File: src/rtl/encoder_param_stream_sink.sv
`default_nettype none
// ============================================================================
// Module   : encoder_param_stream_sink
// Purpose  : Valid/ready sink for parameter-vector beats. Captures one full
//            tensor into an internal RAM, then exposes it through a
//            ROM-compatible read port (addr/ce/q, 2 enabled-cycle latency).
// Options  : PARAM_SINK_CHECKSUM_EN adds a running-XOR checksum output.
// Revision : 1.0 - initial release
// ============================================================================
module encoder_param_stream_sink #(
    parameter int PARAM_TENSOR_SIZE_DIM_0 = 32,
    parameter int PARAM_TENSOR_SIZE_DIM_1 = 1,
    parameter int PARAM_PRECISION_0       = 16,
    parameter int PARAM_PARALLELISM_DIM_0 = 1,
    parameter int PARAM_PARALLELISM_DIM_1 = 1,
    parameter int IN_DEPTH   = (PARAM_TENSOR_SIZE_DIM_0 * PARAM_TENSOR_SIZE_DIM_1) /
                               (PARAM_PARALLELISM_DIM_0 * PARAM_PARALLELISM_DIM_1),
    parameter int WORD_WIDTH = PARAM_PRECISION_0 * PARAM_PARALLELISM_DIM_0 * PARAM_PARALLELISM_DIM_1,
    parameter int AWIDTH     = $clog2(IN_DEPTH) + 1
) (
    input  logic                         clk,
    input  logic                         rst,
    input  logic [PARAM_PRECISION_0-1:0] data_in [PARAM_PARALLELISM_DIM_0*PARAM_PARALLELISM_DIM_1],
    input  logic                         data_in_valid,
    output logic                         data_in_ready,
    input  logic                         clear,
    output logic                         loaded,
    output logic [AWIDTH-1:0]            beat_count,
    input  logic [AWIDTH-1:0]            rd_addr,
    input  logic                         rd_ce,
    output logic [WORD_WIDTH-1:0]        rd_data
`ifdef PARAM_SINK_CHECKSUM_EN
    ,
    output logic [WORD_WIDTH-1:0]        checksum
`endif
);

    localparam int ELEMS = PARAM_PARALLELISM_DIM_0 * PARAM_PARALLELISM_DIM_1;
    // The extra counter bit only exists to represent IN_DEPTH itself; the RAM
    // needs one bit fewer (rounded up to a power of two).
    localparam int RAM_AW    = (AWIDTH > 1) ? (AWIDTH - 1) : 1;
    localparam int RAM_DEPTH = 1 << RAM_AW;
    localparam logic [AWIDTH-1:0] LAST_BEAT = AWIDTH'(IN_DEPTH - 1);

    typedef enum logic [0:0] {
        LOAD = 1'b0,
        FULL = 1'b1
    } state_t;

    state_t                  state_q, state_d;
    logic [AWIDTH-1:0]       beat_count_q, beat_count_d;
    logic [WORD_WIDTH-1:0]   stage0_q;
    logic [WORD_WIDTH-1:0]   rd_data_q;
    logic [WORD_WIDTH-1:0]   ram [RAM_DEPTH];
    logic [WORD_WIDTH-1:0]   wr_word;
    logic                    wr_en;
    logic                    unused_rd_addr_msb;

    // Pack the beat elements: element j lands in bits [P*j +: P].
    for (genvar j = 0; j < ELEMS; j++) begin : g_pack
        assign wr_word[PARAM_PRECISION_0*j +: PARAM_PRECISION_0] = data_in[j];
    end

    // A beat is written only while loading; clear wins over a same-cycle beat.
    assign wr_en = data_in_valid & (state_q == LOAD) & ~clear;

    // Addresses at or above IN_DEPTH simply alias into the RAM (undefined data).
    assign unused_rd_addr_msb = rd_addr[AWIDTH-1];

    // State and beat counter registers.
    always_ff @(posedge clk or posedge rst) begin
        if (rst) begin
            state_q      <= LOAD;
            beat_count_q <= '0;
        end else begin
            state_q      <= state_d;
            beat_count_q <= beat_count_d;
        end
    end

    // Next-state, counter advance and state-decoded handshake outputs.
    always_comb begin
        state_d       = state_q;
        beat_count_d  = beat_count_q;
        data_in_ready = 1'b0;
        loaded        = 1'b0;
        case (state_q)
            LOAD: begin
                data_in_ready = 1'b1;
                if (wr_en) begin
                    beat_count_d = beat_count_q + AWIDTH'(1);
                    if (beat_count_q == LAST_BEAT) begin
                        state_d = FULL;
                    end
                end
            end
            FULL: begin
                loaded = 1'b1;
            end
        endcase
        if (clear) begin
            state_d      = LOAD;
            beat_count_d = '0;
        end
    end

    // Parameter RAM write port; contents deliberately survive reset and clear.
    always_ff @(posedge clk) begin
        if (wr_en) begin
            ram[beat_count_q[RAM_AW-1:0]] <= wr_word;
        end
    end

    // Two-stage ROM-style read pipeline; reads see pre-write data on collisions.
    always_ff @(posedge clk or posedge rst) begin
        if (rst) begin
            stage0_q  <= '0;
            rd_data_q <= '0;
        end else if (rd_ce) begin
            stage0_q  <= ram[rd_addr[RAM_AW-1:0]];
            rd_data_q <= stage0_q;
        end
    end

    assign beat_count = beat_count_q;
    assign rd_data    = rd_data_q;

`ifdef PARAM_SINK_CHECKSUM_EN
    logic [WORD_WIDTH-1:0] checksum_q;

    // Running XOR of every word written since reset or clear.
    always_ff @(posedge clk or posedge rst) begin
        if (rst) begin
            checksum_q <= '0;
        end else if (clear) begin
            checksum_q <= '0;
        end else if (wr_en) begin
            checksum_q <= checksum_q ^ wr_word;
        end
    end

    assign checksum = checksum_q;
`endif

endmodule
`default_nettype wire

File: config.mk
export PLATFORM = sky130hd
export DESIGN_NAME = encoder_param_stream_sink
export DESIGN_NICKNAME = d
export VERILOG_FILES = /design/src/rtl/encoder_param_stream_sink.sv
export SDC_FILE = /design/constraint.sdc
export NUM_CORES = 1
export LEC_CHECK = 0
export ABC_AREA = 1
export BUFFER_PORTS_ARGS = -buffer_cell sky130_fd_sc_hd__buf_2
export CAP_MARGIN = 20
export CORE_MARGIN = 1.5
export CORE_UTILIZATION = 35
export DETAILED_ROUTE_END_ITERATION = 8
export PLACE_DENSITY_LB_ADDON = 0.08
export SYNTH_ARGS = -nofsm -noshare
export SYNTH_HDL_FRONTEND = slang
export SYNTH_SLANG_ARGS = --single-unit
File: constraint.sdc
create_clock -name clk -period 5.2 [get_ports clk]
set_clock_uncertainty 0.05 [all_clocks]
set_input_delay 0.52 -clock clk [delete_from_list [all_inputs] [get_ports clk]]
set_output_delay 0.52 -clock clk [all_outputs]
set_load 0.03 [all_outputs]
==> impl_metrics.csv <==
group,metric,value,unit
power,clkPwrFrac,42.9,%
clocking,cts-buffers-inserted,61,
clocking,post-cts-setup-buffers,0,
timing,finalHoldViolCount,0,
timing,layout_setup_ws,2.24,ns
critical_path,required,5.49,ns
worst_hold_path,min_path_type,"in2reg",
placement,place_ws,1.77,ns
floorplan,pin_count,51,
timing,worstMarginPinSlew,1.04,ns
detailed_routing,route.antenna.remaining_nets,0,
run_status,status,"finished, final reports clean",
synthesis,ys_ff_latch,551,
power,leakagePower,9.36,nW
detailed_routing,dr_total_vias,14200,
synthesis,syn_avg_cell_area,11.7,um2
finish,syn_to_final_growth,13.3,%
timing,slew_viol_final,0,
global_route,grtUsageTotal,19.2,%
floorplan,die_h,256,um
detailed_routing,drc,0,
global_route,grt_pass1_vias,13600,
global_route,antenna_found_initial,1,
timing,period_needed,2.96,ns
synthesis,synth_warnings,0,
timing,tns,0,ns
clocking,cts.repair.resized,0,
power,seqPwrFrac,50.6,%
detailed_routing,wl_per_cell,22.0,um
timing,setup_viol,0,
synthesis,synth_nets,1945,
critical_path,crit_type,"reg2reg",
power,p_sw_share,23.5,%
timing,fmax,338,MHz
clocking,h-tree-depth,2,
power,p_int,0.00743,W
power,p_comb_share,6.5,%
clocking,cts_tree,"done",
power,power.density,382,nW/um2
placement,hpwl,33900,um
timing,rsz0062_at_grt,"false",
global_route,grt_pass1_wl,92800,um
placement,gp_congestion,0.776,
timing,min_period_over_period,56.9,%
finish,filler_cell_count,6055,
finish,drive_gt1_share,10.2,%
detailed_routing,first_pass_iters,5,
synthesis,ys_seq_area_share,72.9,%
floorplan,die_area,65700,um2
clocking,cts_root_buffer,"clkbuf_16",
global_route,grt_start_max_net_pins,115,
power,switching_power,0.00228,W
detailed_routing,vias_per_cell,4.97,
detailed_routing,first_iter_violations,1369,
power,vdd_drop_max,0.281,mV
clocking,postCtsHoldBufs,2,
global_route,grt_overflow,0,
floorplan,start_util,35.5,%
critical_path,cp_data_arrival_time,3.25,ns
floorplan,die_w,256,um
floorplan,fp.coreArea,63200,um2
synthesis,synth_area,22400,um2
clocking,clock_sinks,551,
critical_path,critical_path.max_fanout,10,
placement,port_buffers,49,
critical_path,end_kind,"flip-flop",
synthesis,synth_cell_types,21,
critical_path,cp-start-kind,"flip-flop",
floorplan,rows,92,
flow_run,maxCapViolations,0,
synthesis,synthCells,1914,
detailed_routing,finalWirelength,63000,um
finish,final_net_count,1990,
clocking,clock_latency,0.65,ns
clocking,clkTransAtPathRegs,0.06,ns
timing,relSlewSlack,30.4,%
clocking,clockBufferDepth,3,
==> area by class of cell <==
| class | instances | area, um2 | area share [%] |
|---|---|---|---|
| antenna | 4 | 10.0 | 0.0394 |
| clock buffer | 73 | 1570 | 6.18 |
| clock inverter | 42 | 342 | 1.34 |
| inverter | 22 | 92.6 | 0.364 |
| multi-input combinational | 1225 | 5260 | 20.7 |
| sequential | 551 | 16400 | 64.3 |
| tap | 846 | 1060 | 4.16 |
| timing repair buffer | 98 | 733 | 2.88 |
==> final timing paths <==
check                                   startpoint  slack (ns)                   endpoint  cells after the start
max                              state_q$_DFF_PP0_        2.24       ram[18][0]$_DFFE_PP_                      6
min                                  data_in_valid        0.24  beat_count[3]$_DFFE_PP0P_                      5
max reg2reg                      state_q$_DFF_PP0_        2.24       ram[18][0]$_DFFE_PP_                      6
min reg2reg                rd_data[12]$_DFFE_PP0P_        0.42    rd_data[12]$_DFFE_PP0P_                      2
max in group asynchronous                      rst        4.25    stage0_q[7]$_DFFE_PP0P_                      4
min in group asynchronous                      rst        0.49  beat_count[5]$_DFFE_PP0P_                      4
==> logic make-up after synthesis <==
logic type      after synthesis  synth area share, %
compound gates               11                0.251
flops                       551                 72.9
simple gates               1210                 22.7
fa+ha+maj                     4                0.223
buf+inv                     138                 3.98
==> power by group through the flow <==
stage / Clock [W] / Sequential (W) / Combinational [W]
6_report: 0.00417 / 0.00492 / 0.000627
5_1_grt: 0.00444 / 0.00492 / 0.000693
4_1_cts: 0.00428 / 0.00492 / 0.000636
3_5_place_dp: 0 / 0.00501 / 0.000634
3_3_place_gp: 0 / 0.00501 / 0.000630
2_1_floorplan: 0 / 0.00504 / 0.000344
==> critical path, stage by stage (launching register included) <==
cell	delay [ns]
dfrtp_1	0.39
nor2_1	0.25
nand2_1	0.12
inv_1	0.17
nand2_1	0.43
nor2_1	0.87
buf_4	0.36
==> synth_stat cells <==
| cell type | instances | share of area (%) |
|---|---|---|
| a31oi_1 | 1 | 0.028 |
| inv_6 | 1 | 0.039 |
| nand2_1 | 735 | 12 |
| o21ai_0 | 7 | 0.16 |
| buf_1 | 13 | 0.22 |
| or2_2 | 1 | 0.028 |
| buf_12 | 1 | 0.089 |
| inv_2 | 1 | 0.017 |
| nor2_1 | 36 | 0.60 |
| edfxtp_1 | 512 | 69 |
| nand4_1 | 1 | 0.028 |
| ha_1 | 4 | 0.22 |
| a21oi_1 | 3 | 0.067 |
| buf_4 | 10 | 0.33 |
| dfrtp_1 | 39 | 4.3 |
| clkbuf_1 | 13 | 0.22 |
| buf_6 | 33 | 1.7 |
| inv_1 | 20 | 0.33 |
| buf_8 | 1 | 0.067 |
| buf_2 | 45 | 1.0 |
| nand3_1 | 437 | 9.7 |
==> registers in the layout (all words and copies together) (netlist names) <==
signal / count
ram: 512
state_q: 1
stage0_q: 16
rd_data: 16
beat_count: 6
==> placed cells by master, fill, tap and decap left out, types with 2 or more instances in the layout <==
| cell | instances |
|---|---|
| dlygate4sd3_1 | 2 |
| clkinvlp_4 | 2 |
| clkinv_4 | 2 |
| buf_2 | 47 |
| ha_1 | 4 |
| bufinv_16 | 5 |
| inv_1 | 18 |
| dfrtp_1 | 39 |
| buf_16 | 2 |
| buf_4 | 39 |
| o21ai_0 | 7 |
| a21oi_1 | 3 |
| clkinv_1 | 24 |
| clkbuf_16 | 61 |
| diode_2 | 4 |
| inv_6 | 2 |
| nor2_2 | 25 |
| buf_8 | 3 |
| clkbuf_1 | 12 |
| nand2_1 | 735 |
| clkinv_2 | 7 |
| nor2_1 | 11 |
| buf_12 | 3 |
| edfxtp_1 | 512 |
| nand3_1 | 437 |
==> stage by stage <==
stage | total power (W) | area [um2] | hold slack (ns) | util, % | instances
floorplan | 0.00539 | 22400 | 0.397 | - | 1914
global placement | 0.00564 | 23400 | 0.405 | 37.0 | 2734
detailed placement | 0.00565 | 23400 | 0.404 | 37.0 | 2736
CTS | 0.00983 | 25300 | 0.198 | 40.1 | 2853
global route | 0.0101 | 25400 | 0.279 | 40.2 | 2857
finish | 0.00971 | 25400 | 0.243 | 40.2 | 2861
==> per-layer routing <==
layer / share of wire [%] / routed length (um) / up-vias / global-route usage [%]
li1: - / - / 6764 / -
met1: 48 / 30400 / 7091 / 28.7
met2: 45 / 28400 / 291 / 29.4
met3: 4.2 / 2660 / 76 / 2.19
met4: 2.3 / 1460 / 0 / 5.47
met5: 0 / 0 / - / 0
Note: power is estimated with default switching activity, not from simulation.
